<file path="config.mk">
export PLATFORM = sky130hd
export DESIGN_NAME = uart_loader
export DESIGN_NICKNAME = d
export VERILOG_FILES = /design/src/rtl/uart_loader_pkg.sv /design/src/rtl/uart_loader_shifter.sv /design/src/rtl/uart_loader.sv
export SDC_FILE = /design/constraint.sdc
export NUM_CORES = 1
export LEC_CHECK = 0
export CAP_MARGIN = 20
export CORE_ASPECT_RATIO = 0.5
export CORE_UTILIZATION = 32
export CTS_CLUSTER_DIAMETER = 150
export DETAILED_ROUTE_END_ITERATION = 7
export GPL_TIMING_DRIVEN = 0
export PLACE_DENSITY = 0.46
export RECOVER_POWER = 100
export SLEW_MARGIN = 5
export SYNTH_ARGS = -nofsm -noshare
export SYNTH_HDL_FRONTEND = slang
export SYNTH_SLANG_ARGS = --single-unit
</file>
<file path="constraint.sdc">
create_clock -name clk -period 4.2 [get_ports clk]
set_input_delay 0.84 -clock clk [delete_from_list [all_inputs] [get_ports clk]]
set_output_delay 0.84 -clock clk [all_outputs]
set_load 0.01 [all_outputs]
</file>
<file path="src/rtl/uart_loader_pkg.sv">
// uart_loader_pkg: shared FSM state type and frame field sizes for the UART program loader.
package uart_loader_pkg;
  localparam int BYTE_WIDTH = 8;
  localparam int ADDR_BYTES = 4;
  localparam int LEN_BYTES = 2;
  typedef enum logic [2:0] {IDLE, ADDR, LEN, DATA, WRITE, CHECK} state_t;
endpackage

</file>
<file path="src/rtl/uart_loader_shifter.sv">
// uart_loader_shifter: little-endian byte-to-word assembly with byte counter and field-complete flag.
module uart_loader_shifter import uart_loader_pkg::*; #(
  parameter int WIDTH = 32
) (
  input  logic                  clk,
  input  logic                  rst,
  input  logic                  clr,
  input  logic                  en,
  input  logic [3:0]            target,
  input  logic [BYTE_WIDTH-1:0] din,
  output logic [WIDTH-1:0]      word,
  output logic                  last
);
  logic [WIDTH-1:0] acc;
  logic [3:0] cnt;
  // word already includes the incoming byte so the caller can latch a field on its last byte
  always_comb begin
    word = acc;
    word[cnt*BYTE_WIDTH +: BYTE_WIDTH] = din;
  end
  assign last = en && cnt == target - 4'd1;
  always_ff @(posedge clk) begin
    if (!rst || clr) begin
      acc <= '0;
      cnt <= '0;
    end else if (en) begin
      acc <= word;
      cnt <= last ? 4'd0 : cnt + 4'd1;
    end
  end
endmodule

</file>
<file path="src/rtl/uart_loader.sv">
// uart_loader: parses sync/address/length/payload frames from a UART FIFO into memory word writes.
// Define UART_LOADER_CHECKSUM_EN to require a trailing zero-sum checksum byte.
module uart_loader import uart_loader_pkg::*; #(
  parameter int          DATA_WIDTH     = 32,
  parameter int          ADDR_WIDTH     = 32,
  parameter logic [7:0]  SYNC_BYTE      = 8'hA5,
  parameter logic [31:0] TIMEOUT_CYCLES = 32'd1_000_000
) (
  input  logic                  clk,
  input  logic                  rst,
  input  logic [7:0]            din,
  input  logic                  empty,
  output logic                  re,
  output logic [ADDR_WIDTH-1:0] mem_addr,
  output logic [DATA_WIDTH-1:0] mem_data,
  output logic                  mem_valid,
  input  logic                  mem_ready,
  output logic                  busy,
  output logic                  done,
  output logic                  error
);
  localparam int SW = DATA_WIDTH > 32 ? DATA_WIDTH : 32;
  localparam int WB = DATA_WIDTH / BYTE_WIDTH;
`ifdef UART_LOADER_CHECKSUM_EN
  localparam bit CHK = 1'b1;
`else
  localparam bit CHK = 1'b0;
`endif
  localparam state_t FIN = CHK ? CHECK : IDLE;
  state_t state, state_d;
  logic pend, cap, timed, field, last, done_d, error_d;
  logic [31:0] tcnt, tcnt_d;
  logic [15:0] n, n_d;
  logic [7:0] sum, sum_d;
  logic [ADDR_WIDTH-1:0] addr_d;
  logic [DATA_WIDTH-1:0] data_d;
  logic [SW-1:0] word;
  logic [3:0] target;
  // pend marks the cycle the FIFO byte requested last cycle is on din
  assign cap = pend;
  assign timed = state inside {ADDR, LEN, DATA, CHECK};
  assign field = state inside {ADDR, LEN, DATA};
  assign re = rst && !pend && !empty && state != WRITE;
  assign mem_valid = state == WRITE;
  assign busy = state != IDLE;
  assign target = state == ADDR ? 4'(ADDR_BYTES) : state == LEN ? 4'(LEN_BYTES) : 4'(WB);
  uart_loader_shifter #(.WIDTH(SW)) u_shift (
    .clk   (clk),
    .rst   (rst),
    .clr   (state == IDLE),
    .en    (cap && field),
    .target(target),
    .din   (din),
    .word  (word),
    .last  (last)
  );
  always_comb begin
    state_d = state;
    tcnt_d = cap ? 32'd0 : timed ? tcnt + 32'd1 : tcnt;
    n_d = n;
    sum_d = cap && timed ? sum + din : sum;
    addr_d = mem_addr;
    data_d = mem_data;
    done_d = 1'b0;
    error_d = 1'b0;
    if (timed && !cap && tcnt_d == TIMEOUT_CYCLES) begin
      state_d = IDLE;
      error_d = 1'b1;
    end else begin
      case (state)
        IDLE: if (cap && din == SYNC_BYTE) begin
          state_d = ADDR;
          sum_d = 8'd0;
        end
        ADDR: if (last) begin
          addr_d = word[ADDR_WIDTH-1:0];
          state_d = LEN;
        end
        LEN: if (last) begin
          n_d = word[15:0];
          state_d = word[15:0] == 16'd0 ? FIN : DATA;
          done_d = word[15:0] == 16'd0 && !CHK;
        end
        DATA: if (last) begin
          data_d = word[DATA_WIDTH-1:0];
          state_d = WRITE;
        end
        WRITE: if (mem_ready) begin
          addr_d = mem_addr + ADDR_WIDTH'(WB);
          n_d = n - 16'd1;
          state_d = n == 16'd1 ? FIN : DATA;
          done_d = n == 16'd1 && !CHK;
        end
        CHECK: if (cap) begin
          state_d = IDLE;
          done_d = sum_d == 8'd0;
          error_d = sum_d != 8'd0;
        end
        default: state_d = IDLE;
      endcase
    end
  end
  always_ff @(posedge clk) begin
    if (!rst) begin
      state <= IDLE;
      pend <= 1'b0;
      tcnt <= '0;
      n <= '0;
      sum <= '0;
      mem_addr <= '0;
      mem_data <= '0;
      done <= 1'b0;
      error <= 1'b0;
    end else begin
      state <= state_d;
      pend <= re;
      tcnt <= tcnt_d;
      n <= n_d;
      sum <= sum_d;
      mem_addr <= addr_d;
      mem_data <= data_d;
      done <= done_d;
      error <= error_d;
    end
  end
endmodule

</file>
# Yosys cells after proc, flatten, opt, wreduce, memory -nomap -nowiden
# Cells that the tools add are included.
# totals
reg_bits	162
inputBits	12
out_inout_bits	69
wordCells	97
# classes
add_sub_neg	7
eq_ne	16
shifts	2
n_mux	32
n_bitwise	2
reduce_logical	27
# ops
cell	n
$mux W32	4
$pmux W32 S2	1
$neg A7 Y34	1
$shift A8 B34 Y32 const A	1
$shiftx A8 B34 Y32	1
$add A32 B1 Y32 const B	1
$add A32 B3 Y32 const B	1
$bwmux W32	1
$eq A32 B20 Y1 const B	1
$mux W16	2
$mux W8	4
$pmux W16 S2	1
$mux W3	8
$pmux W3 S6	1
$eq A16 B1 Y1 const B	1
$logic_not A16 Y1	1
$sub A16 B1 Y16 const B	1
$logic_and A1 B1 Y1	9
$add A8 B8 Y8	1
$eq A8 B8 Y1 const B	1
$logic_not A8 Y1	1
$ne A2 B1 Y1 const B	4
$reduce_and A4 Y1	2
$reduce_bool A8 Y1	1
other kinds (22)	36

# Logic depth before layout (Yosys ltp)
# logic_depth
ltp_word	8
mapped_depth	13
depth_no_buf	11

# By module
# Synthesis repeated with hierarchy kept, for this count alone.
# unflattened
hier_cells	1147
area_unflattened_um2	9185.1
# by_module_without_submodules
module	n_inst	cells_each	area_per_inst_um2	seq_area_each_um2
uart_loader	1	935	7079.3	2522.4
uart_loader_shifter	1	212	2105.8	720.7

# Least setup slack after synthesis
# No wires, ideal clock.
# synth_timing
kind	reg-to-reg
startpoint	register u_shift.cnt[0]
endpoint	register n[0]
setup_time_ns	0.119
arrival_ns	2.582
required_time_ns	4.081
path_slack_ns	1.499
stages_incl_launch_ff	11
n_path_buf	3
synth_period_minus_slack_ns	2.701
path_cell_list	dfxtp_1 > buf_2 > or3_1 > ha_1 > clkbuf_1 > nor4b_1 > nand4_1 > clkbuf_1 > mux2i_1 > a21oi_1 > o221a_2
# synth_between
elab_chain_cells	5
word_cells_on_any_way	10
cone_classes	add/sub: 1; eq/ne: 2; shift: 2; mux: 3; reduce/logical: 2
# synth_lines
element	line	source
from (decl)	uart_loader_shifter.sv:15	logic [3:0] cnt;
from (signal assigned)	uart_loader_shifter.sv:28	cnt <= last ? 4'd0 : cnt + 4'd1;
$neg A7 Y34	uart_loader_shifter.sv:19	word[cnt*BYTE_WIDTH +: BYTE_WIDTH] = din;
$shiftx A8 B34 Y32 or $shift A8 B34 Y32 (tied branches)	uart_loader_shifter.sv:19	
$bwmux W32	uart_loader_shifter.sv:19	
$mux W16	uart_loader.sv:79	LEN: if (last) begin
$pmux W16 S2	uart_loader.sv:70	case (state)
to (signal assigned)	uart_loader.sv:118	n <= n_d;
to (decl)	uart_loader.sv:33	logic [15:0] n, n_d;
# Several ways; a longest one is shown, not always the timed one. The select of a mux whose other input is x is not followed.
# A chain may end at the register's enable or synchronous reset.

# Worst setup path after layout
# layout_timing
startpoint	register state[2]
endpoint	output re
# layout_between
elab_chain_cells	2
# layout_lines
element	line	source
from (decl)	uart_loader.sv:30	state_t state, state_d;
from (signal assigned)	uart_loader.sv:115	state <= state_d;
$ne A3 B3 Y1	uart_loader.sv:43	assign re = rst && !pend && !empty && state != WRITE;
$logic_and A1 B1 Y1	uart_loader.sv:43	
to (decl)	uart_loader.sv:13	output logic re,
# No other way between the ends.

==> impl_metrics.ini <==
[flow_run]
maxCapViolations = 0

[cells_and_area]
synthToLayoutAreaGrowth_pct = 20.6
drive_gt1_frac = 0.0515
multi_input_area_sq_mm = 0.00503
final_nets = 1219
final-seq-area_sq_mm = 0.00324
fill_cells = 2735
diodes = 0

[clocking]
numCtsBuffers = 17
cts-root-buf = clkbuf_16
worstSkewPairLatency_ps = 460
cts_buffer_depth = 2
cts.reportedPaths.clkPinSlew_ps = 60
post-cts-setup-buffers = 0
cts_sinks = 162
cts_tree = built
cts_max_level = 4

[sta]
slew_viol_final = 0
setup_viol = 0
fin_hold_ws_ps = 476
rsz0062_at_grt = false
skew_ps = 14.8
finalHoldViolCount = 0
worst_pin_slew_ps = 1130
tns_ps = 0
max_freq_mhz = 256
fin_crit_sh = 0.931
fin_crit_ps = 3910
slew_headroom = 0.247

[critical_path]
arrival_ps = 3070
r2r-end = n[15]
critPathSlowestCell = dlygate4sd3_1
path_delay_family = buffers and inverters
critPathMaxFanout = 11
worstSetupStartpointType = flip-flop
cp_num_buf_inv = 4
r2r_setup_slack_ps = 530
rr_worst_depth = 10
cp_cell_sequence = clkbuf_1 > nand2_1 > inv_1 > clkbuf_2 > nor3_1 > dlygate4sd3_1
rr_startpoint = u_shift.cnt[0]
slowest_delay_ps = 610
endpoint_kind = output port
required_ps = 3360
path_class = flip-flop to output port

[floorplanning]
die_x_um = 235
pin_count = 81
core_area_sq_mm = 0.0265
die_h_um = 118
start_util = 0.327
rows = 42
die-area_sq_mm = 0.0278

[detailed_routing]
remaining_drc_errors = 0
dr.pass1.iters = 5
wl_per_cell_um = 19.4
postRouteAntennaNets = 0
drt_iter0_markers = 688
vias_per_cell = 5.42
route.vias.total = 8427
drt-total-wl_um = 30200

[global_route]
grt_pass1_vias = 7892
grt_max_degree = 17
track_usage = 0.220
grt_first_pass_wirelength_um = 46800
grt_overflow = 0
antenna_found_initial = 0

[logic_synthesis]
synth_nets = 1120
async_flop_share = 0
synth_cell_types = 74
seq_area_frac_synth = 0.374
synth_flop_cell = dfxtp_1
yosysWarnings = 0
syn_inst = 1093
synthTopCellsByArea = dfxtp_1 37%, nor2_1 8.4%, mux2i_1 5.7%
avgSynthCellArea_sq_um = 7.93
synth_seq_cells = 162
synth_edf_count = 0
syn_area_sq_mm = 0.00867
synth_top_area_share = 0.374
yosysTopAreaCell = dfxtp_1

[min_path]
min_to = n[1]
min_from = n[1]
holdPathStages = 2
hp-class = flip-flop to flip-flop

[place]
io_buffer_count = 80
dp_hpwl_um = 21800
gp_congestion = 0.834

[status]
outcome = complete, no violations

[power_and_ir_drop]
leakage_uw = 0.00386
ir_worst_vdd_v = 0.000291
power_uw = 3280
p_per_area_mw_per_mm2 = 313
-- cells by family after synthesis --
kind of cell	share of synthesized area
adders and majority gates	0.0225
DFF	0.374
xor gates and xnor gates	0.0485
and+or+nand+nor	0.264
muxes	0.0592
AOI/OAI and AO/OA	0.190
buffers and inverters	0.0411
-- synth_stat cells, types with 2 or more instances --
library cell,number
a21o_1,3
mux2i_1,49
nor2_1,194
o21ai_0,72
nor3_2,2
nand2b_1,7
o21ai_1,2
nor3_1,46
ha_1,14
a311oi_1,2
a32oi_1,3
o221a_2,6
nor4_1,13
a22oi_1,4
nor2b_1,4
nand2_1,61
nor4b_1,2
nand3b_1,2
clkbuf_1,49
nor2_2,3
buf_2,12
xnor2_1,28
nor3b_1,11
buf_1,5
xor2_1,20
o22ai_1,5
and4_1,4
a211oi_1,53
inv_1,15
o21a_1,5
o2111ai_1,2
and2_1,12
a31oi_1,9
or3_1,7
nand4_1,15
and3_1,22
dfxtp_1,162
nand4b_1,3
nand3_1,44
buf_4,5
a21oi_1,83
-- metrics by stage --
step                      utilization  setup slack (ps)  area [sq um]  std cells
after floorplan                     -              1500          8670       1093
after global placement          0.373               317          9910       1525
after detailed placement        0.373               269          9910       1525
after CTS                       0.396               150         10500       1555
after global routing            0.394               109         10500       1555
final                           0.394               289         10500       1555
-- worst register-to-register path: cells and delay by family (launching register included) --
| family | cells | cell delay [ps] |
|---|---|---|
| compound gates | 3 | 690 |
| simple gates | 2 | 600 |
| mux | 1 | 730 |
| fa+ha+maj | 1 | 250 |
| buf+inv | 3 | 950 |
| flops | 1 | 340 |
-- state kept, by name (all words and copies together) (netlist names) --
register,flops
n,16
u_shift.acc,32
tcnt,32
state,3
mem_addr,32
done,1
u_shift.cnt,4
mem_data,32
error,1
sum,8
cap,1
-- power breakdown --
group	switching (uW)	internal, uW	leakage, uW
sequential	1.25	1540	0.00130
combinational	68.3	22.7	0.00227
clock	699	950	0.000286
total	768	2510	0.00386
-- metal layers --
metal  global-route usage  share of wire  vias up
met5                    0              0        -
met4               0.0748          0.020        0
met3               0.0404          0.045       39
met2                0.335           0.44      219
met1                0.311           0.50     4049
li1                     -              -     4120
-- cell usage in the layout, fill, tap and decap left out, types with 6 or more instances in the layout --
master,count
mux2i_1,49
o221a_2,6
nand4_1,15
nor4_1,13
xor2_1,20
buf_2,6
dfxtp_1,162
a211oi_1,53
and2_1,12
nor3b_1,12
a31oi_1,9
dlygate4sd3_1,72
o21ai_0,73
a21oi_1,83
clkdlybuf4s50_1,8
nor3_1,47
xnor2_1,28
clkbuf_1,60
clkbuf_16,17
and3_1,22
or3_1,7
inv_1,15
nand2_1,61
ha_1,14
nand2b_1,7
nor2_1,195
nand3_1,44
-- repair_timing --
action,in CTS,in global routing
hold buffers,0,0
pin swaps,0,0
resized for setup,1,0
setup endpoints to repair,2,2
-- final cells by class --
| class | instances | share of cell area |
|---|---|---|
| inverters | 15 | 0.00538 |
| clock inverters | 11 | 0.0147 |
| flip-flops and latches | 162 | 0.310 |
| plain buffers | 70 | 0.0273 |
| well taps | 352 | 0.0421 |
| multi-input cells | 845 | 0.481 |
| repair buffers | 81 | 0.0771 |
| clock buffers | 19 | 0.0424 |
-- how the worst max path moves through the flow --
stage	startpoint	endpoint	slack [ps]	cells past startpoint
final	state[2]	re	290	6
after global routing	state[2]	re	110	6
after CTS	state[0]	mem_valid	150	7
after detailed placement	din[0]	error	270	12
after global placement	din[0]	error	320	12
after floorplan	u_shift.cnt[0]	n[0]	1500	10
Note: power is estimated with default switching activity, not from simulation.
